==> config.mk <==
export PLATFORM = sky130hd
export DESIGN_NAME = frame_serializer
export DESIGN_NICKNAME = d
export VERILOG_FILES = /design/src/rtl/frame_serializer.sv
export SDC_FILE = /design/constraint.sdc
export NUM_CORES = 1
export LEC_CHECK = 0
export CAP_MARGIN = 10
export CORE_MARGIN = 5
export CORE_UTILIZATION = 50
export DETAILED_ROUTE_END_ITERATION = 8
export HOLD_SLACK_MARGIN = 0.1
export MAX_ROUTING_LAYER = met4
export PLACE_DENSITY = 0.8
export SLEW_MARGIN = 20
export SYNTH_ARGS = -nofsm -noshare
export SYNTH_HDL_FRONTEND = slang
export SYNTH_SLANG_ARGS = --single-unit
export TNS_END_PERCENT = 100
==> constraint.sdc <==
create_clock -name clk -period 1.5 [get_ports clk]
set_input_delay 0.3 -clock clk [delete_from_list [all_inputs] [get_ports clk]]
set_output_delay 0.3 -clock clk [all_outputs]
set_load 0.01 [all_outputs]
==> src/rtl/frame_serializer.sv <==
// Parallel-to-serial frame transmitter: {stop=1, data, start=0}, LSB first.
// One-word holding buffer allows back-to-back frames with no idle bits.
module frame_serializer #(
    parameter int DATA_WIDTH = 8,
    parameter int IDLE_GAP   = 0
) (
    input  logic                  clk,
    input  logic                  rst,
    input  logic [DATA_WIDTH-1:0] data_in,
    input  logic                  data_valid,
    output logic                  data_ready,
    output logic                  out_bit,
    output logic                  busy
);

    localparam int FRAME_LEN = DATA_WIDTH + 2;
    localparam int CW        = $clog2(FRAME_LEN);
    localparam int GW        = (IDLE_GAP > 0) ? $clog2(IDLE_GAP + 1) : 1;
    localparam int GAP_LAST  = (IDLE_GAP > 0) ? IDLE_GAP - 1 : 0;
    localparam logic [CW-1:0] BIT_LAST = CW'(FRAME_LEN - 1);
    localparam logic [GW-1:0] GAP_END  = GW'(GAP_LAST);

    typedef enum logic [1:0] {
        IDLE,
        SEND,
        GAP
    } state_t;

    state_t                  state;
    state_t                  state_next;
    logic [FRAME_LEN-1:0]    shreg;
    logic [CW-1:0]           bit_cnt;
    logic [GW-1:0]           gap_cnt;
    logic [DATA_WIDTH-1:0]   hold_data;
    logic                    hold_full;
    logic                    hold_next;

    logic                    last_bit;
    logic                    gap_end;
    logic                    free;
    logic                    xfer;
    logic                    load_hold;
    logic                    load_in;
    logic                    load;
    logic                    to_hold;
    logic [DATA_WIDTH-1:0]   load_word;
    logic [FRAME_LEN-1:0]    frame;

    always_comb begin
        last_bit  = (state == SEND) && (bit_cnt == BIT_LAST);
        gap_end   = (state == GAP) && (gap_cnt == GAP_END);
        free      = (state == IDLE) || (last_bit && (IDLE_GAP == 0)) || gap_end;
        xfer      = data_valid && data_ready;
        load_hold = free && hold_full;
        load_in   = free && !hold_full && xfer;
        load      = load_hold || load_in;
        // ready is only high with the buffer empty, so a buffering
        // transfer never collides with a buffer drain
        to_hold   = xfer && !load_in;
        load_word = hold_full ? hold_data : data_in;
        frame     = {1'b1, load_word, 1'b0};

        hold_next = hold_full;
        if (to_hold) begin
            hold_next = 1'b1;
        end else if (load_hold) begin
            hold_next = 1'b0;
        end

        state_next = state;
        if (load) begin
            state_next = SEND;
        end else if (last_bit) begin
            state_next = (IDLE_GAP > 0) ? GAP : IDLE;
        end else if (gap_end) begin
            state_next = IDLE;
        end
    end

    always_ff @(posedge clk or posedge rst) begin
        if (rst) begin
            state      <= IDLE;
            shreg      <= '1;
            out_bit    <= 1'b1;
            bit_cnt    <= '0;
            gap_cnt    <= '0;
            hold_data  <= '0;
            hold_full  <= 1'b0;
            data_ready <= 1'b1;
            busy       <= 1'b0;
        end else begin
            state      <= state_next;
            hold_full  <= hold_next;
            data_ready <= !hold_next;
            busy       <= (state_next != IDLE) || hold_next;

            if (to_hold) begin
                hold_data <= data_in;
            end

            if (load) begin
                out_bit <= frame[0];
                shreg   <= {1'b1, frame[FRAME_LEN-1:1]};
                bit_cnt <= '0;
            end else if (state == SEND) begin
                out_bit <= shreg[0];
                shreg   <= {1'b1, shreg[FRAME_LEN-1:1]};
                if (last_bit) begin
                    bit_cnt <= '0;
                    gap_cnt <= '0;
                end else begin
                    bit_cnt <= bit_cnt + 1'b1;
                end
            end else if (state == GAP) begin
                out_bit <= 1'b1;
                if (!gap_end) begin
                    gap_cnt <= gap_cnt + 1'b1;
                end
            end else begin
                out_bit <= 1'b1;
            end
        end
    end

endmodule
==> flow_metrics.py, run 1 <==
metrics = {
    "min_path": {
        "holdCritPathClass": "input pin to asynchronous set/reset pin",
    },
    "routing": {
        "vias_per_cell": 5.79,
        "vias": 1111,
        "drtIter0Drc": 34,
        "firstDrtPassIters": 4,
        "wire_per_inst_um": 17.4,
        "antenna_left": 0,
        "drc": 0,
        "drt_wl_total_mm": 3.33,
    },
    "outcome": {
        "run_status": "finished with violations",
        "violations": "setup timing",
    },
    "power_and_ir_drop": {
        "p_leak_nw": 0.860,
        "p_per_area_mw_per_mm2": 1890,
        "finalPower_mw": 3.70,
        "worst_ir_drop_vdd_v": 0.00143,
    },
    "floorplan": {
        "start_util_pct": 52.5,
        "fp.dieArea_mm2": 0.00407,
        "die_h_um": 63.8,
        "core_area_mm2": 0.00276,
        "io_pins": 14,
        "dieWidth_um": 63.8,
        "rows": 19,
    },
    "setup_path": {
        "worstSetupStartpointType": "flop",
        "crit_required_ps": 1720,
        "worstPathMaxFanout": 8,
        "cp.arrival_ps": 1980,
        "crit_type": "flop to flop",
        "rrSetupSlack_ps": -250,
        "cp-end-kind": "flop",
    },
    "timing": {
        "max_freq_mhz": 570,
        "layout_setup_ws_ps": -253,
        "clock_skew_ps": 3.16,
        "period_share_pct": 117,
        "worst_slew_pin_slew_ps": 313,
        "finalSetupViolations": 25,
        "relSlewSlack_pct": 78.9,
        "whs_ps": 314,
        "fin_crit_ps": 1750,
        "setup_tns_ps": -3710,
        "hold_viol": 0,
        "rsz0062_at_grt": "yes",
        "slew_violations": 0,
    },
    "clocking": {
        "cts_tree": "yes",
        "cts_buffers": 3,
        "cts_buffer_depth": 2,
        "cts_sinks": 27,
        "htreeDepth": 1,
        "cts-root-buf": "clkbuf_4",
        "cts.clk_slew.worst_paths_ps": 150,
        "clkLatencyLatePin_ps": 320,
        "hold_buffers": 0,
    },
    "placed_design": {
        "pre_cts_slack_ps": -231,
        "port_buffers": 13,
        "dp_hpwl_mm": 2.08,
        "gp_congestion": 0.843,
        "dp_cells": 182,
        "placed_area_mm2": 0.00170,
    },
    "logic_synthesis": {
        "synth_cell_types": 36,
        "synth-edff-count": 0,
        "synthArstFlopShare_pct": 100,
        "ys.flop_type": "dfrtp_1",
        "synth_fp_nets": 142,
        "syn_area_mm2": 0.00145,
        "syn_area_per_cell_um2": 11.5,
        "yosys_register_bits": 27,
        "seq_area_frac_synth_pct": 47.6,
        "yosys_warnings": 0,
        "synthCells": 126,
    },
    "global_routing": {
        "grt_pass1_vias": 1156,
        "gr-max-usage-layer": "met2",
        "use_met2_pct": 26.5,
        "grt_max_degree": 28,
        "use_met3_pct": 2.80,
        "gr-usage-all-layers_pct": 16.2,
        "antenna_found_initial": 0,
        "grt_pass1_wl_mm": 5.19,
        "met1_usage_pct": 20.4,
        "grt_overflow": 0,
    },
    "final_layout": {
        "finalInstanceArea_mm2": 0.00195,
        "final_nets": 178,
        "drive_above_1_share_pct": 49.1,
        "final_cell_mix": "17 x buf_4, 16 x dfrtp_1, 10 x a21oi_1, 10 x dfstp_2, 10 x clkdlybuf4s50_1",
        "stdcell_count": 192,
        "n_antenna_cell": 0,
        "fin_util_pct": 70.8,
        "final_common_cell": "buf_4",
        "area_growth_pct": 34.9,
    },
    "job": {
        "max_cap_viol_count": 0,
    },
}
critical path: stages, from the launching register on:
cell and delay, ps:
dfrtp_1 460, buf_6 130, ha_4 120, or2b_4 290, a31oi_4 160, nor2_4 50, buf_12 140, mux2_4 300
sequential cells by signal, indices dropped and copies added (netlist names):
| signal | cells |
|---|---|
| shreg | 8 |
| hold_data | 8 |
| bit_cnt | 4 |
| hold_full | 1 |
| data_ready | 1 |
| state | 2 |
| busy | 1 |
| out_bit | 1 |
| gap_cnt | 1 |
Yosys cell counts, types with 2 or more instances:
cell,n,area [um^2]
a211oi_2,2,25.0
and2_1,5,31.3
mux2i_1,8,80.1
ha_1,5,62.6
mux2_2,9,101
nor2_1,7,26.3
o21ai_0,4,20.0
a21o_1,2,15.0
a211oi_1,6,45.0
dfstp_2,10,263
nand2_1,6,22.5
dfrtp_1,17,425
inv_1,7,26.3
nor2b_1,3,18.8
a21oi_1,14,70.1
routing by layer:
metal,vias to the layer above,share of wire [%]
met4,0,2.5
met5,-,0
met2,32,47
met3,10,4.0
li1,524,-
met1,545,46
power by group:
| group | leakage (nW) | internal [mW] | total (mW) | switching [mW] |
|---|---|---|---|---|
| Sequential | 0.305 | 1.12 | 1.34 | 0.222 |
| Clock | 0.0177 | 0.0999 | 0.320 | 0.221 |
| Combinational | 0.537 | 1.06 | 2.03 | 0.973 |
| Total | 0.860 | 2.28 | 3.70 | 1.41 |
area by class of cell:
type,instances,area [um^2]
timing repair buffer,35,320
fill,172,806
clock inverter,1,5.00
tap,31,38.8
sequential,27,689
multi-input combinational,88,847
clock buffer,3,22.5
inverter,7,28.8
final timing paths:
kind	start	end	cells past startpoint
setup / recovery	state[1]$_DFF_PP0_	hold_data[0]$_DFFE_PP0P_	7
hold / removal	rst	bit_cnt[3]$_DFFE_PP0P_	3
setup reg to reg	state[1]$_DFF_PP0_	hold_data[0]$_DFFE_PP0P_	7
hold reg to reg	shreg[0]$_DFFE_PP1P_	out_bit$_DFF_PP1_	2
max in group asynchronous	rst	data_ready$_DFF_PP1_	3
min in group clk	shreg[0]$_DFFE_PP1P_	out_bit$_DFF_PP1_	2
kinds of logic (layout without fill, tap and decap cells):
group	after synthesis	in the layout	synth area share [%]
DFF	27	27	47.6
AOI/OAI and AO/OA	35	35	17.8
muxes	17	17	12.5
and+or+nand+nor	31	31	13.6
adders and majority gates	5	5	4.33
buffers and inverters	11	46	4.15
what timing repair did:
action | CTS | global route
pin swaps | 3 | 6
buffers inserted | 1 | 6
endpoints found under the setup margin | 29 | 27
resized for setup | 19 | 28
(Power assumes the default switching activity.)
==> run 2, diff against run 1 <==
Settings changed: SLEW_MARGIN 20 to 5.
Clock period 1.5 ns to 1.45 ns, I/O delays scaled along.
==> run 2 against run 1 <==
The flow still finishes with violations (setup timing). Final cell count down 0.52%. Global-route usage increased by 3.0 points. Design area up 1.3%. Sequential share of layout area shrank 0.47 points. Utilization increased by 0.95 points. Largest power group unchanged. Highest routed layer unchanged.
==> flow_metrics.py, run 2 (same netlist as run 1, synthesis figures left out) <==
metrics = {
    "outcome": {
        "run_status": "finished with violations",
        "violations": "setup timing",
    },
    "final_layout": {
        "final_common_cell": "dfrtp_1",
        "fillers": 166,
        "n_antenna_cell": 0,
        "final_nets": 177,
        "fin_util_pct": 71.7,
        "finalInstanceArea_mm2": 0.00198,
        "reg_top3": "hold_data (8), shreg (8), bit_cnt (4)",
        "multi_input_area_um2": 880,
        "ff_latch_area_um2": 689,
        "final_cell_mix": "16 x dfrtp_1, 15 x buf_4, 10 x dfstp_2, 10 x clkdlybuf4s50_1",
        "area_growth_pct": 36.8,
        "drive_above_1_share_pct": 51.2,
    },
    "clocking": {
        "cts.clk_slew.worst_paths_ps": 160,
        "htreeDepth": 1,
        "cts-root-buf": "clkbuf_4",
        "cts_buffer_depth": 2,
        "cts_buffers": 3,
        "clkLatencyLatePin_ps": 340,
        "cts_tree": "yes",
        "hold_buffers": 0,
        "cts_sinks": 27,
    },
    "floorplan": {
        "start_util_pct": 52.5,
        "die_h_um": 63.8,
        "io_pins": 14,
        "fp.dieArea_mm2": 0.00407,
        "rows": 19,
        "core_area_mm2": 0.00276,
        "dieWidth_um": 63.8,
    },
    "timing": {
        "clock_skew_ps": 9.71,
        "hold_viol": 0,
        "relSlewSlack_pct": 72.1,
        "layout_setup_ws_ps": -286,
        "fin_crit_ps": 1740,
        "worst_slew_pin_slew_ps": 419,
        "finalSetupViolations": 25,
        "slew_violations": 0,
        "period_share_pct": 120,
        "rsz0062_at_grt": "yes",
        "max_freq_mhz": 576,
    },
    "placed_design": {
        "port_buffers": 13,
        "pre_cts_slack_ps": -272,
        "placed_area_mm2": 0.00172,
        "dp_hpwl_mm": 2.00,
        "gp_congestion": 0.815,
    },
    "setup_path": {
        "r2r_start": "state[0]$_DFF_PP0_",
        "rr_endpoint": "hold_data[1]$_DFFE_PP0P_",
        "worstPathMaxFanout": 8,
        "cp.arrival_ps": 1970,
        "worst_r2r_path_depth": 7,
        "crit_slowest_cell": "dfrtp_2",
        "worstSetupStartpointType": "flop",
        "cp-end-kind": "flop",
        "crit_buf_inv": 2,
        "rrSetupSlack_ps": -290,
        "crit_required_ps": 1680,
        "crit_type": "flop to flop",
        "cpPeakStageDelay_ps": 480,
        "crit_chain": "inv_2 > ha_4 > or2b_4 > a31oi_4 > nor2_4 > buf_12 > mux2_4",
        "crit_family": "flip-flops",
    },
    "routing": {
        "firstDrtPassIters": 4,
        "drt_wl_total_mm": 3.55,
        "antenna_left": 0,
        "vias_per_cell": 5.94,
        "drtIter0Drc": 56,
        "wire_per_inst_um": 18.6,
        "vias": 1135,
        "drc": 0,
    },
    "job": {
        "max_cap_viol_count": 0,
    },
    "global_routing": {
        "antenna_found_initial": 0,
        "grt_max_degree": 28,
        "grt_pass1_vias": 1210,
        "grt_overflow": 0,
        "grt_pass1_wl_mm": 6.02,
        "gr-usage-all-layers_pct": 19.2,
    },
    "power_and_ir_drop": {
        "worst_ir_drop_vdd_v": 0.00164,
        "finalPower_mw": 3.89,
        "p_per_area_mw_per_mm2": 1970,
        "p_leak_nw": 0.854,
    },
    "min_path": {
        "holdCritPathClass": "input pin to asynchronous set/reset pin",
    },
}
==> run 2: cell count changes in the layout (fill, tap and decap cells not counted), moves of 2 or more <==
cell / change
buf_4: -2
mux2_2: +3
buf_6: -2
a21oi_2: +2
mux2_4: -3
a21oi_1: -2
==> run 2: worst register-to-register path, cell delays in order (launching register included) <==
cell	delay, ps
dfrtp_2	480
inv_2	100
ha_4	130
or2b_4	280
a31oi_4	160
nor2_4	60
buf_12	140
mux2_4	300
==> run 2: routing by layer <==
metal  track usage, %  routed length [um]  up-vias
met5                -                   0        -
met4             8.05                 144        0
met3             2.63                  96       16
met2             31.0                1800       28
met1             24.1                1520      564
li1                 -                   -      527
==> run 2: worst max path at each step <==
stage	start	end	slack, ps	depth (start not counted)
after global routing	state[1]$_DFF_PP0_	hold_data[1]$_DFFE_PP0P_	-340	7
after global placement	state[0]$_DFF_PP0_	hold_data[5]$_DFFE_PP0P_	-200	6
after CTS	state[0]$_DFF_PP0_	hold_data[5]$_DFFE_PP0P_	-270	6
after detailed placement	state[0]$_DFF_PP0_	hold_data[3]$_DFFE_PP0P_	-270	6
final	state[0]$_DFF_PP0_	hold_data[1]$_DFFE_PP0P_	-290	7
after floorplan	state[1]$_DFF_PP0_	gap_cnt$_DFFE_PP0P_	-190	7
==> run 2: timing repair <==
action	CTS	global route
gates resized for setup	40	11
hold endpoints to repair	0	0
endpoints found under the setup margin	29	26
gates cloned	1	0
setup buffers	3	3
pin swaps	12	10
==> run 2: where the power goes <==
group | internal (mW) | switching, mW | leakage (nW)
Clock | 0.106 | 0.240 | 0.0139
Combinational | 1.07 | 1.07 | 0.535
Sequential | 1.16 | 0.249 | 0.305
Total | 2.34 | 1.56 | 0.854
==> run 2: through the flow <==
step	hold slack, ps	TNS (ps)	instances
after floorplan	335	-2100	126
after global placement	484	-3330	182
after detailed placement	490	-4630	182
after CTS	260	-4290	189
after global routing	259	-5800	191
final	261	-4380	191
==> run 2: layout make-up <==
cell class,instances,area share (%)
Clock buffer,3,1.14
Clock inverter,1,0.380
Inverter,7,1.33
Multi-Input combinational cell,89,44.5
Sequential cell,27,34.9
Tap cell,31,1.96
Timing Repair Buffer,33,15.9
==> run 3, diff against run 2 <==
==> constraint.sdc (replaced) <==
create_clock -name clk -period 1.45 [get_ports clk]
set_input_delay 0.145 -clock clk [delete_from_list [all_inputs] [get_ports clk]]
set_output_delay 0.145 -clock clk [all_outputs]
set_load 0.01 [all_outputs]
==> run 3 against run 2 <==
Maximum frequency is 3.7% lower. Critical endpoint is now hold_data[2]$_DFFE_PP0P_. The run still ends with setup timing left. Design area is 0.70% higher. Critical path depth stayed put. Power is 3.5% higher. Worst hold slack worse by 130 ps. Via count is 5.7% higher. Global-route usage is 0.43 points lower. Clock skew is 5.9 ps lower. Utilization is 0.50 points higher. Clock power is 2% higher. Critical path type unchanged. Largest power group unchanged. Wire length is 8.8% higher.
==> flow_metrics.py, run 3 (same netlist as run 1, synthesis figures left out) <==
metrics = {
    "min_path": {
        "holdCritPathClass": "input pin to asynchronous set/reset pin",
    },
    "outcome": {
        "run_status": "finished with violations",
        "violations": "setup timing",
    },
    "power_and_ir_drop": {
        "p_leak_nw": 0.894,
        "worst_ir_drop_vdd_v": 0.00159,
        "p_per_area_mw_per_mm2": 2020,
        "finalPower_mw": 4.03,
    },
    "setup_path": {
        "cp.arrival_ps": 2050,
        "worstPathMaxFanout": 6,
        "crit_required_ps": 1700,
        "crit_type": "flop to flop",
        "cp-end-kind": "flop",
        "rrSetupSlack_ps": -350,
        "worstSetupStartpointType": "flop",
    },
    "final_layout": {
        "n_antenna_cell": 0,
        "final_common_cell": "buf_4",
        "final_nets": 181,
        "finalInstanceArea_mm2": 0.00199,
        "ff_latch_area_um2": 689,
        "reg_top3": "hold_data (8), shreg (8), bit_cnt (4)",
        "area_growth_pct": 37.7,
        "fillers": 154,
        "final_cell_mix": "20 x buf_4, 16 x dfrtp_1, 11 x a21oi_1, 11 x clkdlybuf4s50_1, 10 x dfstp_2",
        "multi_input_area_um2": 856,
        "fin_util_pct": 72.2,
        "drive_above_1_share_pct": 49.4,
    },
    "floorplan": {
        "io_pins": 14,
        "start_util_pct": 52.5,
        "core_area_mm2": 0.00276,
        "fp.dieArea_mm2": 0.00407,
        "dieWidth_um": 63.8,
        "rows": 19,
        "die_h_um": 63.8,
    },
    "timing": {
        "fin_crit_ps": 1800,
        "layout_setup_ws_ps": -353,
        "rsz0062_at_grt": "yes",
        "finalSetupViolations": 23,
        "period_share_pct": 124,
        "clock_skew_ps": 3.85,
        "slew_violations": 0,
        "relSlewSlack_pct": 77.6,
        "hold_viol": 0,
        "max_freq_mhz": 555,
        "setup_tns_ps": -5320,
        "worst_slew_pin_slew_ps": 336,
    },
    "clocking": {
        "cts-root-buf": "clkbuf_4",
        "cts_tree": "yes",
        "cts_sinks": 27,
        "cts_buffers": 3,
        "cts.clk_slew.worst_paths_ps": 150,
        "htreeDepth": 1,
        "clkLatencyLatePin_ps": 350,
        "cts_buffer_depth": 2,
    },
    "global_routing": {
        "gr-usage-all-layers_pct": 18.8,
        "grt_pass1_wl_mm": 5.78,
        "grt_max_degree": 28,
        "grt_overflow": 0,
        "antenna_found_initial": 0,
        "grt_pass1_vias": 1190,
    },
    "placed_design": {
        "gp_congestion": 0.825,
        "placed_area_mm2": 0.00170,
        "pre_cts_slack_ps": -286,
        "dp_hpwl_mm": 2.00,
        "port_buffers": 13,
    },
    "routing": {
        "firstDrtPassIters": 4,
        "wire_per_inst_um": 19.8,
        "drtIter0Drc": 38,
        "vias": 1200,
        "drc": 0,
        "vias_per_cell": 6.15,
        "drt_wl_total_mm": 3.87,
        "antenna_left": 0,
    },
    "job": {
        "max_cap_viol_count": 0,
    },
}
## run 3: area by class of cell
cell class	instances	area share, %
Clock buffer	3	1.13
Clock inverter	1	0.377
Inverter	7	1.32
Multi-Input combinational cell	88	43.0
Sequential cell	27	34.6
Tap cell	31	1.95
Timing Repair Buffer	38	17.7
## run 3: final timing paths
path                       depth (start not counted)                        to                      from
hold reg to reg                                    1  hold_data[4]$_DFFE_PP0P_  hold_data[4]$_DFFE_PP0P_
max in group asynchronous                          3      shreg[7]$_DFFE_PP1P_                       rst
min in group clk                                   2  hold_data[1]$_DFFE_PP0P_                data_in[1]
setup / recovery                                   7  hold_data[2]$_DFFE_PP0P_        state[1]$_DFF_PP0_
setup reg to reg                                   7  hold_data[2]$_DFFE_PP0P_        state[1]$_DFF_PP0_
hold / removal                                     3    bit_cnt[0]$_DFFE_PP0P_                       rst
## run 3: repair_timing
action | 4_1_cts | 5_1_grt
pin swaps | 6 | 5
setup buffers | 6 | 6
endpoints found under the setup margin | 29 | 27
hold buffers | 0 | 0
resized for setup | 29 | 16
## run 3: power by group
group	internal, mW	total (mW)	switching [mW]	leakage (nW)
sequential	1.16	1.37	0.218	0.304
clock	0.106	0.354	0.248	0.0139
combinational	1.18	2.30	1.12	0.576
## run 3: metrics by stage
step,std cells,hold WS (ps)
2_1_floorplan,126,190
6_report,195,134
5_1_grt,195,158
3_5_place_dp,182,491
4_1_cts,191,162
3_3_place_gp,182,485
## run 3: routing by layer
metal  routed length [um]  GRT usage [%]  part of all wire (%)
met1                 1570           21.1                    41
met2                 1940           30.4                    50
met3                  212           4.03                   5.5
met4                  148           11.2                   3.8
met5                    0              -                     0
## run 3: critical path, stage by stage, from the launching register on
cell and delay, ps:
dfrtp_2 490, inv_2 130, ha_4 180, nand4b_4 150
a31oi_4 240, nor2_4 70, buf_12 140, mux2_4 300
